===== src/rtl/ll_pkg.sv =====
// Package: ll_pkg
// Shared types and defaults for the linked-list write path.
//   t_wr_arb_st      : state encoding of the ll_wr_arb sequencer
//   WR_DATA_WD_DEF   : default payload width (matches ll_wr_ctrl data_to_wr)
//   ARB_TIMEOUT_DEF  : default ISSUE cycles allowed before a write is aborted
package ll_pkg;

    typedef enum logic [1:0] {
        ST_IDLE  = 2'd0,
        ST_ISSUE = 2'd1,
        ST_BUSY  = 2'd2,
        ST_DONE  = 2'd3
    } t_wr_arb_st;

    localparam int WR_DATA_WD_DEF  = 32;
    localparam int ARB_TIMEOUT_DEF = 64;

endpackage


===== src/rtl/ll_rr_pick.sv =====
// Module: ll_rr_pick
// Combinational round-robin picker. Searches the request vector starting at
// rr_ptr and moving upward, wrapping past NUM_REQ-1 back to 0.
// Ports:
//   req      in  NUM_REQ  request vector
//   rr_ptr   in  IW       index with highest priority this round
//   win_idx  out IW       index of the winner (valid when any_req=1)
//   win_oh   out NUM_REQ  one-hot form of win_idx
//   any_req  out 1        at least one request bit set
module ll_rr_pick #(
    parameter  int NUM_REQ = 4,
    localparam int IW      = $clog2(NUM_REQ)
) (
    input  logic [NUM_REQ-1:0] req,
    input  logic [IW-1:0]      rr_ptr,
    output logic [IW-1:0]      win_idx,
    output logic [NUM_REQ-1:0] win_oh,
    output logic               any_req
);

    logic [2*NUM_REQ-1:0] req_dbl;
    logic [NUM_REQ-1:0]   req_rot;
    logic [IW:0]          win_ofs;
    logic [IW:0]          win_sum;
    logic                 found;

    // Rotate so that bit 0 of req_rot is the client at rr_ptr; duplicating
    // the vector makes the wrap-around fall out of a plain right shift.
    assign req_dbl = {req, req};
    assign req_rot = NUM_REQ'(req_dbl >> rr_ptr);

    always_comb begin
        win_ofs = '0;
        found   = 1'b0;
        for (int k = 0; k < NUM_REQ; k++) begin
            if (!found && req_rot[k]) begin
                found   = 1'b1;
                win_ofs = (IW+1)'(k);
            end
        end
        // Undo the rotation: (rr_ptr + offset) mod NUM_REQ, NUM_REQ need not be 2^n.
        win_sum = {1'b0, rr_ptr} + win_ofs;
        if (win_sum >= (IW+1)'(NUM_REQ)) begin
            win_sum = win_sum - (IW+1)'(NUM_REQ);
        end
        win_idx = win_sum[IW-1:0];
    end

    genvar gi;
    generate
        for (gi = 0; gi < NUM_REQ; gi++) begin : g_oh
            assign win_oh[gi] = (win_idx == IW'(gi));
        end
    endgenerate

    assign any_req = |req;

endmodule


===== src/rtl/ll_wr_arb.sv =====
// Module: ll_wr_arb
// Round-robin arbiter/sequencer sharing one ll_wr_ctrl among NUM_REQ clients.
// Latches the winner's payload and insert flag, drives the controller request,
// tracks the write until the controller is ready again and then reports done
// (or a timeout abort) back to the winning client.
// Ports:
//   clk, reset_n           clock, asynchronous active-low reset
//   req_vld/req_data/req_insert   per-client request, payload, insert flag
//   req_ack/req_done/req_err      per-client 1-cycle one-hot pulses
//   data_to_wr, data_to_wr_req, insert_data   to ll_wr_ctrl
//   wr_ctrl_fsm_ready      from ll_wr_ctrl, 1 = idle
//   grant_id               current/last winner index
//   arb_busy               1 while a transaction is in flight
//   err_timeout            sticky abort flag, cleared by reset only
module ll_wr_arb
    import ll_pkg::*;
#(
    parameter  int NUM_REQ     = 4,
    parameter  int WR_DATA_WD  = WR_DATA_WD_DEF,
    parameter  int TIMEOUT_CYC = ARB_TIMEOUT_DEF,
    localparam int IW          = $clog2(NUM_REQ),
    localparam int CW          = $clog2(TIMEOUT_CYC)
) (
    input  logic                          clk,
    input  logic                          reset_n,
    input  logic [NUM_REQ-1:0]            req_vld,
    input  logic [NUM_REQ*WR_DATA_WD-1:0] req_data,
    input  logic [NUM_REQ-1:0]            req_insert,
    output logic [NUM_REQ-1:0]            req_ack,
    output logic [NUM_REQ-1:0]            req_done,
    output logic [NUM_REQ-1:0]            req_err,
    output logic [WR_DATA_WD-1:0]         data_to_wr,
    output logic                          data_to_wr_req,
    output logic                          insert_data,
    input  logic                          wr_ctrl_fsm_ready,
    output logic [IW-1:0]                 grant_id,
    output logic                          arb_busy,
    output logic                          err_timeout
);

    t_wr_arb_st           state_reg;
    logic [IW-1:0]        rr_ptr_reg;
    logic [CW-1:0]        tmo_cnt_reg;
    logic                 abort_reg;

    logic [WR_DATA_WD-1:0] data_arr [NUM_REQ];
    logic [IW-1:0]         win_idx;
    logic [NUM_REQ-1:0]    win_oh;
    logic                  any_req;
    logic [NUM_REQ-1:0]    grant_oh;

    genvar gi;
    generate
        for (gi = 0; gi < NUM_REQ; gi++) begin : g_cli
            assign data_arr[gi] = req_data[gi*WR_DATA_WD +: WR_DATA_WD];
            assign grant_oh[gi] = (grant_id == IW'(gi));
        end
    endgenerate

    ll_rr_pick #(
        .NUM_REQ (NUM_REQ)
    ) u_pick (
        .req     (req_vld),
        .rr_ptr  (rr_ptr_reg),
        .win_idx (win_idx),
        .win_oh  (win_oh),
        .any_req (any_req)
    );

    always_ff @(posedge clk or negedge reset_n) begin
        if (!reset_n) begin
            state_reg      <= ST_IDLE;
            rr_ptr_reg     <= '0;
            tmo_cnt_reg    <= '0;
            abort_reg      <= 1'b0;
            req_ack        <= '0;
            req_done       <= '0;
            req_err        <= '0;
            data_to_wr     <= '0;
            data_to_wr_req <= 1'b0;
            insert_data    <= 1'b0;
            grant_id       <= '0;
            arb_busy       <= 1'b0;
            err_timeout    <= 1'b0;
        end else begin
            req_ack  <= '0;
            req_done <= '0;
            req_err  <= '0;
            case (state_reg)
                ST_IDLE: begin
                    // Only start when the controller is idle, so the request
                    // edge is always seen by ll_wr_ctrl in its ready state.
                    if (any_req && wr_ctrl_fsm_ready) begin
                        data_to_wr     <= data_arr[win_idx];
                        insert_data    <= req_insert[win_idx];
                        grant_id       <= win_idx;
                        req_ack        <= win_oh;
                        data_to_wr_req <= 1'b1;
                        tmo_cnt_reg    <= '0;
                        abort_reg      <= 1'b0;
                        arb_busy       <= 1'b1;
                        state_reg      <= ST_ISSUE;
                    end
                end
                ST_ISSUE: begin
                    // Controller leaving ready is the acceptance indication.
                    if (!wr_ctrl_fsm_ready) begin
                        data_to_wr_req <= 1'b0;
                        state_reg      <= ST_BUSY;
                    end else if (tmo_cnt_reg == CW'(TIMEOUT_CYC-1)) begin
                        data_to_wr_req <= 1'b0;
                        abort_reg      <= 1'b1;
                        state_reg      <= ST_DONE;
                    end else begin
                        tmo_cnt_reg <= tmo_cnt_reg + 1'b1;
                    end
                end
                ST_BUSY: begin
                    if (wr_ctrl_fsm_ready) begin
                        state_reg <= ST_DONE;
                    end
                end
                ST_DONE: begin
                    req_done <= grant_oh;
                    if (abort_reg) begin
                        req_err     <= grant_oh;
                        err_timeout <= 1'b1;
                    end
                    rr_ptr_reg  <= (grant_id == IW'(NUM_REQ-1)) ? '0 : grant_id + 1'b1;
                    data_to_wr  <= '0;
                    insert_data <= 1'b0;
                    tmo_cnt_reg <= '0;
                    arb_busy    <= 1'b0;
                    state_reg   <= ST_IDLE;
                end
                default: begin
                    arb_busy  <= 1'b0;
                    state_reg <= ST_IDLE;
                end
            endcase
        end
    end

endmodule


===== config.mk =====
export PLATFORM = sky130hd
export DESIGN_NAME = ll_wr_arb
export DESIGN_NICKNAME = d
export VERILOG_FILES = /design/src/rtl/ll_pkg.sv /design/src/rtl/ll_rr_pick.sv /design/src/rtl/ll_wr_arb.sv
export SDC_FILE = /design/constraint.sdc
export NUM_CORES = 1
export LEC_CHECK = 0
export CORE_ASPECT_RATIO = 0.6
export CORE_MARGIN = 5
export CORE_UTILIZATION = 41
export DETAILED_ROUTE_END_ITERATION = 16
export GPL_TIMING_DRIVEN = 0
export PLACE_DENSITY = 0.82
export SLEW_MARGIN = 10
export SYNTH_ARGS = -nofsm -noshare
export SYNTH_HDL_FRONTEND = slang
export SYNTH_SLANG_ARGS = --single-unit

===== constraint.sdc =====
create_clock -name clk -period 4.15 [get_ports clk]
set_clock_uncertainty 0.1 [all_clocks]
set_input_delay 0.415 -clock clk [delete_from_list [all_inputs] [get_ports clk]]
set_output_delay 0.415 -clock clk [all_outputs]
set_load 0.005 [all_outputs]

== Yosys cells after proc, flatten, opt, wreduce, memory -nomap -nowiden ==
Index checks and enable logic that the tools add are counted.

* Reduce and logical (&&, ||, !) cells: 21
* Bitwise logic cells: 1
* $add $sub $neg: 4
* Muxes and demuxes: 40
* Shift operators: 1
* Equality and inequality tests: 16
* $lt $le $gt $ge: 3

{| class="wikitable"
|+ Operators with widths
! cell !! number
|-
| $mux 32 || 3
|-
| $bmux 32 s2 || 1
|-
| $pmux 32 s2 || 1
|-
| $mux 4 || 5
|-
| $mux 6 || 3
|-
| $pmux 6 s3 || 1
|-
| $mux 2 || 8
|-
| $eq 2x2->1 const B || 6
|-
| $mux 1 || 12
|-
| $ne 2x2->1 const B || 5
|-
| $pmux 1 s2 || 4
|-
| $pmux 2 s4 || 1
|-
| $reduce_and 4->1 || 2
|-
| $shr 8x2->4 || 1
|-
| $add 6x1->6 const B || 1
|-
| $eq 2x1->1 const B || 3
|-
| $eq 6x6->1 const B || 1
|-
| $ge 3x3->1 const B || 2
|-
| $logic_not 2->1 || 3
|-
| $reduce_and 2->1 || 3
|-
| $reduce_and 3->1 || 2
|-
| $logic_and 1x1->1 || 4
|-
| $reduce_bool 2->1 || 2
|-
| $reduce_or 4->1 || 1
|-
| 9 further kinds || 11
|}

* Input bits: 139
* Word-level logic and storage cells: 99
* Flip-flop bits (word level): 61

== Longest topological paths before layout ==
* Word-level depth: 20
* Gate-level depth with buffers: 13
* Mapped depth without buffers: 9

== By module ==
From an unflattened synthesis, not the netlist that was laid out.

* Cell total of the unflattened synthesis: 270
* Area total of the unflattened synthesis: 3,508.4 um2

{| class="wikitable"
|+ By module, submodules not included
! module !! cells each !! times used !! sequential area each (um2) !! area each (um2)
|-
| ll_wr_arb || 233 || 1 || 1,526.5 || 3,249.4
|-
| ll_rr_pick || 37 || 1 || 0.0 || 259.0
|}

== Least setup slack after synthesis ==
OpenSTA, ideal clock, no wires.

* Kind: register to register
* From: reg rr_ptr_reg[1]
* To: reg data_to_wr[13]
* Period minus slack after synthesis: 2.944 ns
* Arrival: 2.718 ns
* Slack: 1.206 ns
* Stages on the path, launching flop included: 12
* Required time: 3.924 ns
* Path through: dfrtp_1 -> buf_6 -> o21ai_0 -> a21oi_1 -> o31a_1 -> ha_1 -> clkbuf_1 -> buf_2 -> clkbuf_1 -> mux2i_1 -> nor2_1 -> a221o_1

* Word-level cells in the longest chain between the ends: 20
* Elaborated cells on any way between the ends: 23

{| class="wikitable"
|+ RTL lines
! element !! line !! source
|-
| start, declared || ll_wr_arb.sv:42 || <nowiki>logic [IW-1:0] rr_ptr_reg;</nowiki>
|-
| start signal, assigned || ll_wr_arb.sv:129 || <nowiki>rr_ptr_reg <= (grant_id == IW'(NUM_REQ-1)) ? '0 : grant_id + 1'b1;</nowiki>
|-
| $shr 8x2->4 || ll_rr_pick.sv:30 || <nowiki>assign req_rot = NUM_REQ'(req_dbl >> rr_ptr);</nowiki>
|-
| $mux 1 || ll_rr_pick.sv:36 || <nowiki>if (!found && req_rot[k]) begin</nowiki>
|-
| $logic_not 1->1 || ll_rr_pick.sv:36 ||
|-
| $logic_and 1x1->1 || ll_rr_pick.sv:36 ||
|-
| $mux 1 || ll_rr_pick.sv:36 ||
|-
| $logic_not 1->1 || ll_rr_pick.sv:36 ||
|-
| $logic_and 1x1->1 || ll_rr_pick.sv:36 ||
|-
| $mux 1 || ll_rr_pick.sv:36 ||
|-
| [4 not listed] || -- ||
|-
| $ge 3x3->1 / $sub 2x1->2 (equally long branches) || ll_rr_pick.sv:43, ll_rr_pick.sv:44 ||
|-
| $mux 2 (*) || ll_rr_pick.sv:43 || <nowiki>if (win_sum >= (IW+1)'(NUM_REQ)) begin</nowiki>
|-
| net u_pick.win_idx[0] || ll_rr_pick.sv:16 || <nowiki>output logic [IW-1:0] win_idx,</nowiki>
|-
| $not 2->3 (not written as such) (*) || ll_wr_arb.sv:94 || <nowiki>data_to_wr <= data_arr[win_idx];</nowiki>
|-
| $bmux 32 s2 (*) || ll_wr_arb.sv:94 ||
|-
| $mux 32 (not written as such) (*) (2 in series) || ll_wr_arb.sv:94 ||
|-
| $mux 32 (*) || ll_wr_arb.sv:93 || <nowiki>if (any_req && wr_ctrl_fsm_ready) begin</nowiki>
|-
| $pmux 32 s2 (*) || ll_wr_arb.sv:89 || <nowiki>case (state_reg)</nowiki>
|-
| end signal, assigned || ll_wr_arb.sv:94 ||
|-
| end, declared || ll_wr_arb.sv:32 || <nowiki>output logic [WR_DATA_WD-1:0] data_to_wr,</nowiki>
|}

The timed path passes the listed nets; every way through them passes the cells marked *. The select of a mux whose other input is x is not followed.
A chain may end at the register's enable or synchronous reset.

== Worst setup path after layout ==
* From: in req_vld[0]
* To: reg data_to_wr[21]

* Word-level cells in the longest chain between the ends: 20
* Elaborated cells on any way between the ends: 27

{| class="wikitable"
|+ RTL lines
! element !! line !! source
|-
| start, declared || ll_wr_arb.sv:26 || <nowiki>input logic [NUM_REQ-1:0] req_vld,</nowiki>
|-
| $shr 8x2->4 (*) || ll_rr_pick.sv:30 ||
|-
| $mux 1 || ll_rr_pick.sv:36 ||
|-
| $logic_not 1->1 || ll_rr_pick.sv:36 ||
|-
| $logic_and 1x1->1 || ll_rr_pick.sv:36 ||
|-
| $mux 1 || ll_rr_pick.sv:36 ||
|-
| $logic_not 1->1 || ll_rr_pick.sv:36 ||
|-
| $logic_and 1x1->1 || ll_rr_pick.sv:36 ||
|-
| $mux 1 || ll_rr_pick.sv:36 ||
|-
| [4 not listed] || -- ||
|-
| $ge 3x3->1 / $sub 2x1->2 (equally long branches) || ll_rr_pick.sv:43, ll_rr_pick.sv:44 ||
|-
| $mux 2 (*) || ll_rr_pick.sv:43 ||
|-
| net u_pick.win_idx[0] || ll_rr_pick.sv:16 ||
|-
| $not 2->3 (not written as such) (*) || ll_wr_arb.sv:94 ||
|-
| $bmux 32 s2 (*) || ll_wr_arb.sv:94 ||
|-
| $mux 32 (not written as such) (*) (2 in series) || ll_wr_arb.sv:94 ||
|-
| $mux 32 (*) || ll_wr_arb.sv:93 ||
|-
| $pmux 32 s2 (*) || ll_wr_arb.sv:89 ||
|}

Marked as above.

==> flow_summary_export.csv <==
group,metric,value,unit
critical_path,startpoint_type,"primary input",
global_route,grt_pass1_vias,4041,
placed_design,place_inst,675,
flow_run,max-cap-violations,0,
timing,worstMarginPinSlew,0.9079,ns
synthesis,synth_cells,373,
power_and_ir_drop,sequentialPowerShare,20.6,%
floorplanning,die-area,11310,sq um
critical_path,critPathMaxStageDelay,0.65,ns
synthesis,synth_area_leader_cell,"dfrtp_1",
clock_tree,clock-root-buffer,"clkbuf_16",
timing,final-hold-violation-count,0,
route,wl_per_cell,18.80,um
timing,whs,0.07622,ns
clock_tree,cts.sinks,61,
timing,report.final.slew_viol_count,0,
power_and_ir_drop,ir_drop,0.0004290,V
clock_tree,cts-buffers-inserted,9,
floorplanning,rows,27,
power_and_ir_drop,comb_power_share,62.4,%
critical_path,crit_slowest_cell,"clkbuf_1",
placed_design,gp_congestion,0.8597,
power_and_ir_drop,power_leakage,0.002650,uW
clock_tree,htreeDepth,3,
route,avgViaCountPerCell,5.659,
finish,largest_reg_flops,32,
power_and_ir_drop,clkPwrFrac,17.0,%
synthesis,synth.distinct_cells,48,
finish,final_nets,719,
critical_path,criticalPathCategory,"primary input to flip-flop",
route,drtIter0Drc,325,
power_and_ir_drop,switching_share,43.09,%
synthesis,synth-edff-count,0,
synthesis,ys_ff_latch,61,
timing,fmaxAchievable,0.2610,GHz
global_route,grt_pass1_wl,20700,um
finish,ff_latch_area,1526,sq um
floorplanning,design.core.area,9087,sq um
power_and_ir_drop,internal_power,2265,uW
synthesis,yosysTopAreaCellShare,40.37,%
synthesis,seq_area_frac_synth,40.37,%
floorplanning,floorplan.initialDensity,41.61,%
route,vias,3905,
floorplanning,die_y,84.39,um
floorplanning,die_x,134.0,um
clock_tree,cts_buffer_depth,2,
synthesis,netlist_area,3781,sq um
placed_design,dpl.hpwl,9785,um
route,ant_nets,0,
route,dr.pass1.iters,5,
timing,setup_viol,0,
critical_path,path_cells,"clkdlybuf4s50_1 -> inv_1 -> o21ai_0 -> a21oi_1 -> o31a_1 -> ha_1 -> clkbuf_1 -> buf_2 -> clkbuf_1 -> mux2i_1 -> nor2_1 -> a221o_1",
finish,multi_input_area,2029,sq um
synthesis,synth-async-reset-ratio,100.0,%
critical_path,cp_data_arrival_time,3.93,ns
finish,areaGrowthSynthToFinish,60.09,%
power_and_ir_drop,cellPowerDensity,657.5,nW/um^2
finish,final_cell_mix,"185 x clkdlybuf4s50_1, 66 x mux2i_1, 61 x dfrtp_1, 44 x nor2_1",
global_route,gr-usage-all-layers,22.76,%
critical_path,endpoint_kind,"flip-flop",
global_route,antenna_found_initial,0,
clock_tree,cts-resized-gates,0,
timing,period_share,92.33,%
worst_hold_path,hp-class,"primary input to asynchronous set/reset pin",
clock_tree,cts_tree,"yes",
clock_tree,clk_latency,0.32,ns
synthesis,synth-main-ff-cell,"dfrtp_1",
status,status,"finished clean",
finish,final_common_cell,"clkdlybuf4s50_1",
route,drt_wl_total,12970,um
critical_path,required,4.25,ns
synthesis,ys_top_cells_by_area,"dfrtp_1 40%, mux2i_1 17%, a221o_1 8.7%",
clock_tree,post-cts-setup-buffers,0,
placed_design,numPortBuffers,186,
floorplanning,ios,189,
finish,antennaDiodeCount,0,
global_route,overflow,0,
synthesis,syn_avg_cell_area,10.14,sq um
global_route,grt_start_max_net_pins,62,
power_and_ir_drop,p_switching,1715,uW
finish,layout.cells.non_filler,690,
timing,relSlewSlack,39.47,%
timing,finalCriticalPeriod,3.832,ns
critical_path,cpMostUsedCell,"clkbuf_1",
timing,tns,0,ns
power_and_ir_drop,p_total,3980,uW
finish,final_layout_size_suffix_gt1_share,6.794,%
synthesis,synth_nets,522,
clock_tree,clk_pin_slew_worst_paths,0.05,ns
timing,rsz0062_at_grt,"false",
route,drc_errors,0,
synthesis,yosysWarnings,0,
critical_path,critical_path.max_fanout,10,
finish,nFillCells,729,
clock_tree,ctsHoldBuffers,0,
-- synth_stat cells, types with 2 or more instances --
cell type / n
a21oi_1: 7
a221o_1: 33
a22o_1: 2
a31oi_1: 2
and2_1: 5
and3_1: 4
and3b_1: 2
buf_2: 5
buf_4: 3
buf_6: 7
clkbuf_1: 18
dfrtp_1: 61
ha_1: 10
inv_1: 6
mux2_2: 3
mux2i_1: 66
nand2_1: 14
nand2b_1: 2
nand3_1: 3
nor2_1: 44
nor2b_1: 2
nor3_1: 4
nor3b_1: 3
nor4_1: 33
o21ai_0: 8
o21ai_1: 3
or2_1: 2
-- layout make-up --
| type | instances | area share [%] |
|---|---|---|
| inverters | 6 | 0.3721 |
| repair buffers | 186 | 30.72 |
| well taps | 116 | 2.398 |
| clock inverters | 4 | 0.4134 |
| clock buffers | 11 | 4.010 |
| multi-input cells | 271 | 33.53 |
| flip-flops and latches | 61 | 25.22 |
| plain buffers | 35 | 3.348 |
-- logic make-up (layout without fill, tap and decap cells) --
family                   count (synthesis)  count (layout)  share of synthesized area (%)
adder cells (fa/ha/maj)                 10              10                          3.309
flip-flops                              61              61                          40.37
XOR/XNOR                                 1               1                         0.2317
buffers and inverters                   41             242                          5.956
AO/OA/AOI/OAI                           67              67                          14.89
multiplexers                            69              69                          18.37
AND/OR/NAND/NOR                        124             124                          16.88
-- critical path: cells and delay by family --
family	cells	cell delay, ns
compound gates	4	0.91
fa+ha+maj	1	0.27
buf+inv	5	1.96
mux	1	0.30
simple gates	1	0.06
-- per-stage QoR --
stage               util [%]  cell area [sq um]  setup slack, ns
floorplan                  -               3781            1.206
detailed placement     63.67               5786           0.1044
finish                 66.61               6053           0.3182
global placement       63.69               5788           0.1479
CTS                    66.61               6053           0.3604
global route           66.61               6053           0.1249
-- metal layers --
metal  part of all wire, %  track usage [%]
met4                   1.2            4.855
met2                    47            37.75
met1                    42            29.46
met3                   9.5            7.066
met5                     0                0
-- power groups by stage --
stage	combinational, uW	sequential [uW]	clock, uW
floorplan	1640	817	0
global placement	2420	820	0
detailed placement	2470	824	0
CTS	2480	817	684
global route	2680	837	725
finish	2480	819	676
-- final timing paths --
path	slack (ns)	endpoint	depth (start not counted)	from
setup / recovery	0.32	data_to_wr[21]	12	req_vld[0]
hold / removal	0.08	data_to_wr[25]	1	reset_n
setup reg to reg	0.55	data_to_wr[21]	11	rr_ptr_reg[1]
hold reg to reg	0.36	err_timeout	1	err_timeout
max in group asynchronous	3.35	data_to_wr[3]	1	reset_n
min in group clk	0.36	err_timeout	1	err_timeout
Power figures use the tool's default switching activity.
==> edit (same settings) <==
`WR_DATA_WD_DEF`: 32 -> 40.
--- a/src/rtl/ll_pkg.sv
+++ b/src/rtl/ll_pkg.sv
@@ -14,3 +14,3 @@
 
-    localparam int WR_DATA_WD_DEF  = 32;
+    localparam int WR_DATA_WD_DEF  = 40;
     localparam int ARB_TIMEOUT_DEF = 64;
Interface: changed (resized data_to_wr and req_data); port bits go from 189 to 229. No check against the original RTL was run, so the function may have changed too.
==> edit against the original RTL <==
  * Wire length is 20% higher
  * Sequential cell count up 8
  * Critical path depth did not move
  * Synthesized area increased by 18%
  * Largest cell class unchanged
  * Total power rose by 23%
  * Final area increased by 19%
  * Setup slack better by 0.20 ns
  * Non-clock buffer count grew 51
  * Register-to-register slack gained 0.14 ns
  * Fmax up 5.6%
==> edit: results (changes against the original RTL) <==
Outcome
  • Status: finished, final reports clean

Logic synthesis
  • Post-synthesis sequential area ratio: 0.388 (-0.0158)
  • Synth area leaders: dfrtp_1 (39%), mux2i_1 (18%), a221o_1 (9.2%)
  • Yosys cell types: 47 (-2.1%)
  • Commonest cells in the netlist: mux2i_1 (82), dfrtp_1 (69), nor2_1 (54)
  • Syn nets: 612 (+17%)

Worst setup path
  • R2R setup slack: 0.69 ns (+0.14 ns)
  • Worst-path cell with the longest stage delay: buf_1
  • Worst EP arrival: 3.74 ns (-0.19 ns)
  • CP max FO: 10 (unchanged)
  • Max stage delay on crit path: 0.65 ns (about the same)
  • R2R cell count: 12 (+1)
  • Critical Path End Type: flip-flop
  • CP startpoint: req_vld[3]
  • Worst R2R End: data_to_wr[37]

Worst hold path
  • Hold crit path type: reg -> reg

Timing
  • Hold WS: 0.367 ns (+0.291 ns)
  • Worst Max-Slew Pin Slew: 0.807 ns (-0.101 ns)
  • Final period utilization: 0.874 (-0.0491)

Cells and area
  • Nets: 852 (+18%)
  • Largest register FFs: 40 (+25%)
  • Share of layout cells above drive strength 1: 0.0769 (+0.00898)

Place
  • Pre-CTS WS: 0.220 ns (+0.116 ns)
  • Routability congestion estimate: 0.885 (+3.0%)
  • DP HPWL: 12.2 mm (+24%)
  • IO Port Bufs: 227 (+22%)

Clock tree
  • CTS Hold Bufs: 1 (+1)

Routing
  • DR vias: 4,577 (+17%)
  • Mean routed wirelength per cell: 19.1 um (+1.8%)
  • First DRT Iteration DRCs: 256 (-21%)

GRT
  • Total GRT Usage: 0.229 (+0.00169)
  • Pin count of the biggest net entering global routing: 52 (-16%)
  • Number of global-route vias before repair: 4,654 (+15%)
  • First-pass GRT wire length: 23.9 mm (+15%)

Pwr
  • Design internal power: 2.80 mW (+23%)
  • Pleak: 3.17 nW (+19%)
  • Peak VDD IR: 466 uV (+8.7%)
==> edit: changes by cell type in the layout (fill, tap and decap cells not counted), sizes merged, moves of 3 or more <==
cell | before | now
a221o | 33 | 41
a22o | 2 | 7
and3 | 4 | 7
buf | 17 | 28
clkbuf | 30 | 26
clkdlybuf4s50 | 185 | 226
dfrtp | 61 | 69
inv | 6 | 9
mux2i | 66 | 82
nand2 | 15 | 8
nor2 | 44 | 54
nor4 | 33 | 43
o21ai | 11 | 8
==> edit: layer usage <==
metal / track usage / share of wire
met1: 0.301 / 0.42
met2: 0.371 / 0.47
met3: 0.0566 / 0.096
met4: 0.0730 / 0.014
met5: 0 / 0
==> edit: stage by stage <==
step	power [mW]	cells	instance area [um2]
floorplan	3.04	431	4450
global placement	4.02	797	6900
detailed placement	4.12	798	6920
CTS	4.90	815	7230
global route	5.19	815	7230
finish	4.89	815	7230
==> edit: cell type report <==
cell class                 count  area [um2]
timing repair buffer         229        2310
inverter                       8        30.0
fill                         793        3360
clock buffer                   9         225
multi-input combinational    311        2400
tap                          139         174
sequential                    69        1730
clock inverter                 7        73.8
buffer                        43         298
==> edit: cell families after synthesis <==
| logic type | share of synthesized area |
|---|---|
| AOI/OAI and AO/OA | 0.148 |
| xor gates and xnor gates | 0.00197 |
| adders and majority gates | 0.0281 |
| buffers and inverters | 0.0736 |
| DFF | 0.388 |
| muxes | 0.197 |
| and+or+nand+nor | 0.163 |
==> edit: power by group through the flow <==
stage	registers, mW	clock network [mW]	logic, mW
2_1_floorplan	0.968	0	2.07
3_3_place_gp	0.968	0	3.05
4_1_cts	0.969	0.777	3.15
5_1_grt	0.993	0.811	3.39
3_5_place_dp	0.976	0	3.14
6_report	0.972	0.764	3.16
